File: src/rtl/controle_jogo_pkg.sv
// Shared definitions for the round-based sequence-memory game controller.
package controle_jogo_pkg;

  // FSM state encodings; the numeric value is exported on db_estado.
  typedef enum logic [3:0] {
    INICIAL        = 4'd0,
    PREPARA        = 4'd1,
    INICIO_RODADA  = 4'd2,
    ESPERA_JOGADA  = 4'd3,
    REGISTRA       = 4'd4,
    COMPARA        = 4'd5,
    PROXIMA_JOGADA = 4'd6,
    PROXIMA_RODADA = 4'd7,
    FIM_ACERTOS    = 4'd8,
    FIM_ERRO       = 4'd9,
    FIM_TIMEOUT    = 4'd10
  } estado_t;

endpackage

File: src/rtl/temporizador_inatividade.sv
// Inactivity timer: counts enabled cycles and flags when the count reaches M-1.
module temporizador_inatividade #(
  parameter int unsigned M = 3000
) (
  input  logic clock,
  input  logic reset,
  input  logic zera,
  input  logic conta,
  output logic fim
);

  localparam int unsigned W = (M > 1) ? $clog2(M) : 1;

  logic [W-1:0] r_cont;

  // Count register; clear has priority, and the count saturates at M-1.
  always_ff @(posedge clock or posedge reset) begin
    if (reset) begin
      r_cont <= '0;
    end else if (zera) begin
      r_cont <= '0;
    end else if (conta && !fim) begin
      r_cont <= r_cont + 1'b1;
    end
  end

  assign fim = (r_cont == W'(M - 1));

endmodule

File: src/rtl/controle_jogo_rodadas.sv
// Round-based control unit for the sequence-memory game: owns the position
// counter, the round counter and the inactivity timer.
module controle_jogo_rodadas
  import controle_jogo_pkg::*;
#(
  parameter int unsigned N_RODADAS      = 16,
  parameter int unsigned ADDR_W         = 4,
  parameter int unsigned TIMEOUT_CICLOS = 3000
) (
  input  logic              clock,
  input  logic              reset,
  input  logic              iniciar,
  input  logic              jogada,
  input  logic              igual,
  input  logic              modo_timeout,
  output logic              zeraR,
  output logic              registraR,
  output logic [ADDR_W-1:0] endereco,
  output logic [ADDR_W-1:0] rodada,
  output logic              acertou,
  output logic              errou,
  output logic              timeout,
  output logic              pronto,
  output logic [3:0]        db_estado
);

  estado_t           r_estado;
  estado_t           w_proximo;
  logic [ADDR_W-1:0] r_endereco;
  logic [ADDR_W-1:0] r_rodada;
  logic              r_modo;
  logic              w_zera_timer;
  logic              w_conta_timer;
  logic              w_fim_timer;
  logic              w_fim_rodada;
  logic              w_ultima_rodada;

  assign w_fim_rodada    = (r_endereco == r_rodada);
  assign w_ultima_rodada = (r_rodada == ADDR_W'(N_RODADAS - 1));

  // The timer only advances while waiting for a play with timeout enabled,
  // so with the mode off it stays at zero and can never expire.
  assign w_zera_timer  = (r_estado == PREPARA) || (r_estado == INICIO_RODADA) ||
                         (r_estado == REGISTRA);
  assign w_conta_timer = (r_estado == ESPERA_JOGADA) && r_modo;

  temporizador_inatividade #(
    .M (TIMEOUT_CICLOS)
  ) u_temporizador (
    .clock (clock),
    .reset (reset),
    .zera  (w_zera_timer),
    .conta (w_conta_timer),
    .fim   (w_fim_timer)
  );

  // State register.
  always_ff @(posedge clock or posedge reset) begin
    if (reset) begin
      r_estado <= INICIAL;
    end else begin
      r_estado <= w_proximo;
    end
  end

  // Position/round counters and timeout-mode latch, driven by the current state.
  always_ff @(posedge clock or posedge reset) begin
    if (reset) begin
      r_endereco <= '0;
      r_rodada   <= '0;
      r_modo     <= 1'b0;
    end else begin
      case (r_estado)
        PREPARA: begin
          r_endereco <= '0;
          r_rodada   <= '0;
          r_modo     <= modo_timeout;
        end
        INICIO_RODADA:  r_endereco <= '0;
        PROXIMA_JOGADA: r_endereco <= r_endereco + 1'b1;
        PROXIMA_RODADA: r_rodada   <= r_rodada + 1'b1;
        default: ;
      endcase
    end
  end

  // Next-state logic; a play wins over timer expiry on the same cycle.
  always_comb begin
    w_proximo = r_estado;
    case (r_estado)
      INICIAL:        if (iniciar) w_proximo = PREPARA;
      PREPARA:        w_proximo = INICIO_RODADA;
      INICIO_RODADA:  w_proximo = ESPERA_JOGADA;
      ESPERA_JOGADA: begin
        if (jogada)           w_proximo = REGISTRA;
        else if (w_fim_timer) w_proximo = FIM_TIMEOUT;
      end
      REGISTRA:       w_proximo = COMPARA;
      COMPARA: begin
        if (!igual)                             w_proximo = FIM_ERRO;
        else if (w_fim_rodada && w_ultima_rodada) w_proximo = FIM_ACERTOS;
        else if (w_fim_rodada)                  w_proximo = PROXIMA_RODADA;
        else                                    w_proximo = PROXIMA_JOGADA;
      end
      PROXIMA_JOGADA: w_proximo = ESPERA_JOGADA;
      PROXIMA_RODADA: w_proximo = INICIO_RODADA;
      FIM_ACERTOS,
      FIM_ERRO,
      FIM_TIMEOUT:    if (iniciar) w_proximo = PREPARA;
      default:        w_proximo = INICIAL;
    endcase
  end

  // Moore output decode from the registered state only.
  always_comb begin
    zeraR     = 1'b0;
    registraR = 1'b0;
    acertou   = 1'b0;
    errou     = 1'b0;
    timeout   = 1'b0;
    pronto    = 1'b0;
    case (r_estado)
      INICIAL,
      PREPARA:     zeraR = 1'b1;
      REGISTRA:    registraR = 1'b1;
      FIM_ACERTOS: begin
        acertou = 1'b1;
        pronto  = 1'b1;
      end
      FIM_ERRO: begin
        errou  = 1'b1;
        pronto = 1'b1;
      end
      FIM_TIMEOUT: begin
        errou   = 1'b1;
        timeout = 1'b1;
        pronto  = 1'b1;
      end
      default: ;
    endcase
  end

  assign endereco  = r_endereco;
  assign rodada    = r_rodada;
  assign db_estado = r_estado;

endmodule

File: config.mk
export PLATFORM = sky130hd
export DESIGN_NAME = controle_jogo_rodadas
export DESIGN_NICKNAME = d
export VERILOG_FILES = /design/src/rtl/controle_jogo_pkg.sv /design/src/rtl/temporizador_inatividade.sv /design/src/rtl/controle_jogo_rodadas.sv
export SDC_FILE = /design/constraint.sdc
export NUM_CORES = 1
export LEC_CHECK = 0
export ABC_CLOCK_PERIOD_IN_PS = 2300
export CORE_AREA = 2 2 58 60
export DETAILED_ROUTE_END_ITERATION = 8
export DIE_AREA = 0 0 60 62
export PLACE_DENSITY = 0.76
export SYNTH_ARGS = -nofsm -noshare
export SYNTH_HDL_FRONTEND = slang
export SYNTH_HIERARCHICAL = 1
export SYNTH_SLANG_ARGS = --single-unit
export TNS_END_PERCENT = 20
File: constraint.sdc
create_clock -name clock -period 2.3 [get_ports clock]
set_input_delay 0.345 -clock clock [delete_from_list [all_inputs] [get_ports clock]]
set_output_delay 0.345 -clock clock [all_outputs]
set_load 0.1 [all_outputs]
==> impl_metrics.ini, run 1 <==
[detailed_routing]
drcViolationCount = 0
initialDrtViolationCount = 70
wl_per_cell_um = 15.4
firstDrtPassIters = 4
vias_per_cell = 5.85
vias = 1473
totalWireLength_um = 3880
ant_nets = 0

[critical_path]
r2r_cells = 5
cp_num_buf_inv = 0
timing.rr.start = u_temporizador/r_cont[3]
start_kind = flop
cp_top_family = simple AND/OR/NAND/NOR gates
slowest_stage = or4b_4
r2r_slack_ns = 0.12
slowest_delay_ns = 0.59
worstSetupEndpointType = flop
crit_type = reg -> reg
required_ns = 2.53
timing.critical_path.cells = or4b_4, nor4_2, o41ai_2, a221o_1, o32ai_1
cp_max_fo = 7
regToRegEndpoint = db_estado[3]
cp.arrival_ns = 2.41

[global_routing]
gr-total-overflow = 0
antenna_found_initial = 0
grt_pass1_wl_um = 6360
grt_max_degree = 18
grt_pass1_vias = 1359
grtUsageTotal_pct = 22.4

[timing]
clock_skew_ns = 0.00666
hold_viol = 0
timing.final.ws_setup_ns = 0.119
max_freq_mhz = 458
slew_headroom_pct = 64.4
setup_violations = 0
fin_crit_ns = 2.18
finalCritPeriodShare_pct = 94.8
rsz0062_at_grt = no
slew_violations = 0
tightest_slew_ns = 0.534

[clock_tree]
cts_sinks = 25
htreeDepth = 1
cts_setup_buffers = 0
clkLatencyLatePin_ns = 0.33
cts_hold_buf = 0
clock_tree.root_cell = clkbuf_4
clk_path_buf_depth = 2
cts_resized = 0
numCtsBuffers = 3
clk_pin_slew_worst_paths_ns = 0.15
cts_tree = built

[pwr]
p_leak_uw = 0.000810
powerDensity_nw_per_um2 = 1400
ir_drop_mv = 0.821
power_uw = 2810

[layout]
nets = 217
fin_cells = 252
seq_area_um2 = 633
nFillCells = 256
syn_to_final_growth_pct = 26.8
finish.instance_area_um2 = 2010
final_cell_mix = 21 x dfrtp_1, 21 x buf_4, 19 x nor2_1
layout-drive-gt1-share_pct = 22.8
n_antenna_cell = 0
multi_input_area_um2 = 952

[logic_synthesis]
syn-cell-area_um2 = 1590
synthDistinctLibCells = 41
async_reset_ff_share_pct = 100
synthesis.nets = 190
synth_edf_count = 0
yosysSeqAreaShare_pct = 39.5
yosysWarnings = 6
syn_inst = 180
synth_seq_cells = 25
synthFlopType = dfrtp_1
avgSynthCellArea_um2 = 8.81

[floorplanning]
die_width_um = 60
rows = 21
start_util_pct = 49.9
core_um2 = 3180
dieArea_um2 = 3720
ioPinCount = 24
die_y_um = 62

[placement]
place.port_buffers = 23
place_area_um2 = 1980
dp_hpwl_um = 2950
gp_congestion = 0.900
dp_slack_ns = 0.213
dp_cells = 248

[worst_hold_path]
min_path_type = in -> async

[status]
outcome = finished clean

[flow_run]
maxCapViolCount = 0
-- metal layers --
| layer | up-vias | GRT usage (%) | wire length [um] |
|---|---|---|---|
| met4 | 0 | 7.94 | 51 |
| met5 | - | 0 | 0 |
| met1 | 697 | 30.7 | 1680 |
| li1 | 700 | - | - |
| met3 | 7 | 2.90 | 197 |
| met2 | 69 | 36.8 | 1950 |
-- Yosys cell counts, types with 3 or more instances --
library cell / count / share of area (%)
dfrtp_1: 25 / 39
nor2_1: 19 / 4.5
nand2_1: 15 / 3.6
a21oi_1: 13 / 4.1
nor3_1: 13 / 4.1
xnor2_1: 10 / 5.5
clkbuf_1: 8 / 1.9
inv_1: 7 / 1.7
o21ai_1: 7 / 2.2
nand3_1: 6 / 1.9
o21ai_0: 6 / 1.9
ha_1: 4 / 3.2
nand4_1: 4 / 1.6
and3_1: 3 / 1.2
mux2i_1: 3 / 1.9
nand2b_1: 3 / 1.2
nor2b_1: 3 / 1.2
or3_1: 3 / 1.2
-- how the worst max path moves through the flow --
stage                             start      endpoint  slack (ns)  depth (start not counted)
6_report       u_temporizador/r_cont[3]  db_estado[3]        0.12                          5
5_1_grt        u_temporizador/r_cont[3]  db_estado[3]        0.07                          5
4_1_cts                    db_estado[0]       timeout        0.15                          4
3_5_place_dp   u_temporizador/r_cont[3]  db_estado[3]        0.21                          5
3_3_place_gp   u_temporizador/r_cont[3]  db_estado[3]        0.31                          5
2_1_floorplan              db_estado[3]         errou      -0.008                          3
-- state kept, by name (all words and copies together), names as in the netlist --
signal	flops
u_temporizador/r_cont	12
db_estado	4
endereco	4
rodada	4
r_modo	1
-- logic make-up (layout without fill, tap and decap cells) --
group / count (synthesis) / after routing / synth area share [%]
DFF: 25 / 25 / 39.5
AOI/OAI and AO/OA: 41 / 41 / 19.0
buffers and inverters: 17 / 43 / 4.10
and+or+nand+nor: 76 / 76 / 24.3
muxes: 5 / 5 / 3.31
xor gates and xnor gates: 12 / 12 / 6.63
adders and majority gates: 4 / 4 / 3.16
-- power breakdown --
| group | switching (uW) | leakage, uW | total (uW) | internal, uW |
|---|---|---|---|---|
| logic | 1350 | 0.000466 | 1930 | 582 |
| clock network | 144 | 0.0000139 | 211 | 66.6 |
| registers | 135 | 0.000331 | 668 | 533 |
| total | 1630 | 0.000810 | 2810 | 1180 |
-- final cells by class --
type	instances	share of cell area, %
Multi-Input combinational cell	138	47.4
Clock inverter	1	0.373
Inverter	8	1.49
Timing Repair Buffer	31	15.3
Clock buffer	3	1.12
Sequential cell	25	31.5
Tap cell	46	2.86
-- metrics by stage --
step | utilization [%] | TNS [ns] | hold slack (ns)
global route | 63.2 | 0 | 0.354
global placement | 62.3 | 0 | 0.465
finish | 63.2 | 0 | 0.323
floorplan | - | -0.0208 | 0.210
CTS | 63.2 | 0 | 0.330
detailed placement | 62.3 | 0 | 0.474
Power figures use the tool's default switching activity.
==> run 2: changes to the inputs <==
--- a/config.mk
+++ b/config.mk
@@ -10,6 +10,7 @@
 export DETAILED_ROUTE_END_ITERATION = 8
 export DIE_AREA = 0 0 60 62
 export PLACE_DENSITY = 0.76
+export SLEW_MARGIN = 10
 export SYNTH_ARGS = -nofsm -noshare
 export SYNTH_HDL_FRONTEND = slang
 export SYNTH_HIERARCHICAL = 1
==> results of run 2 <==
No change in the layout: final DEF, timing and power equal those of run 1.
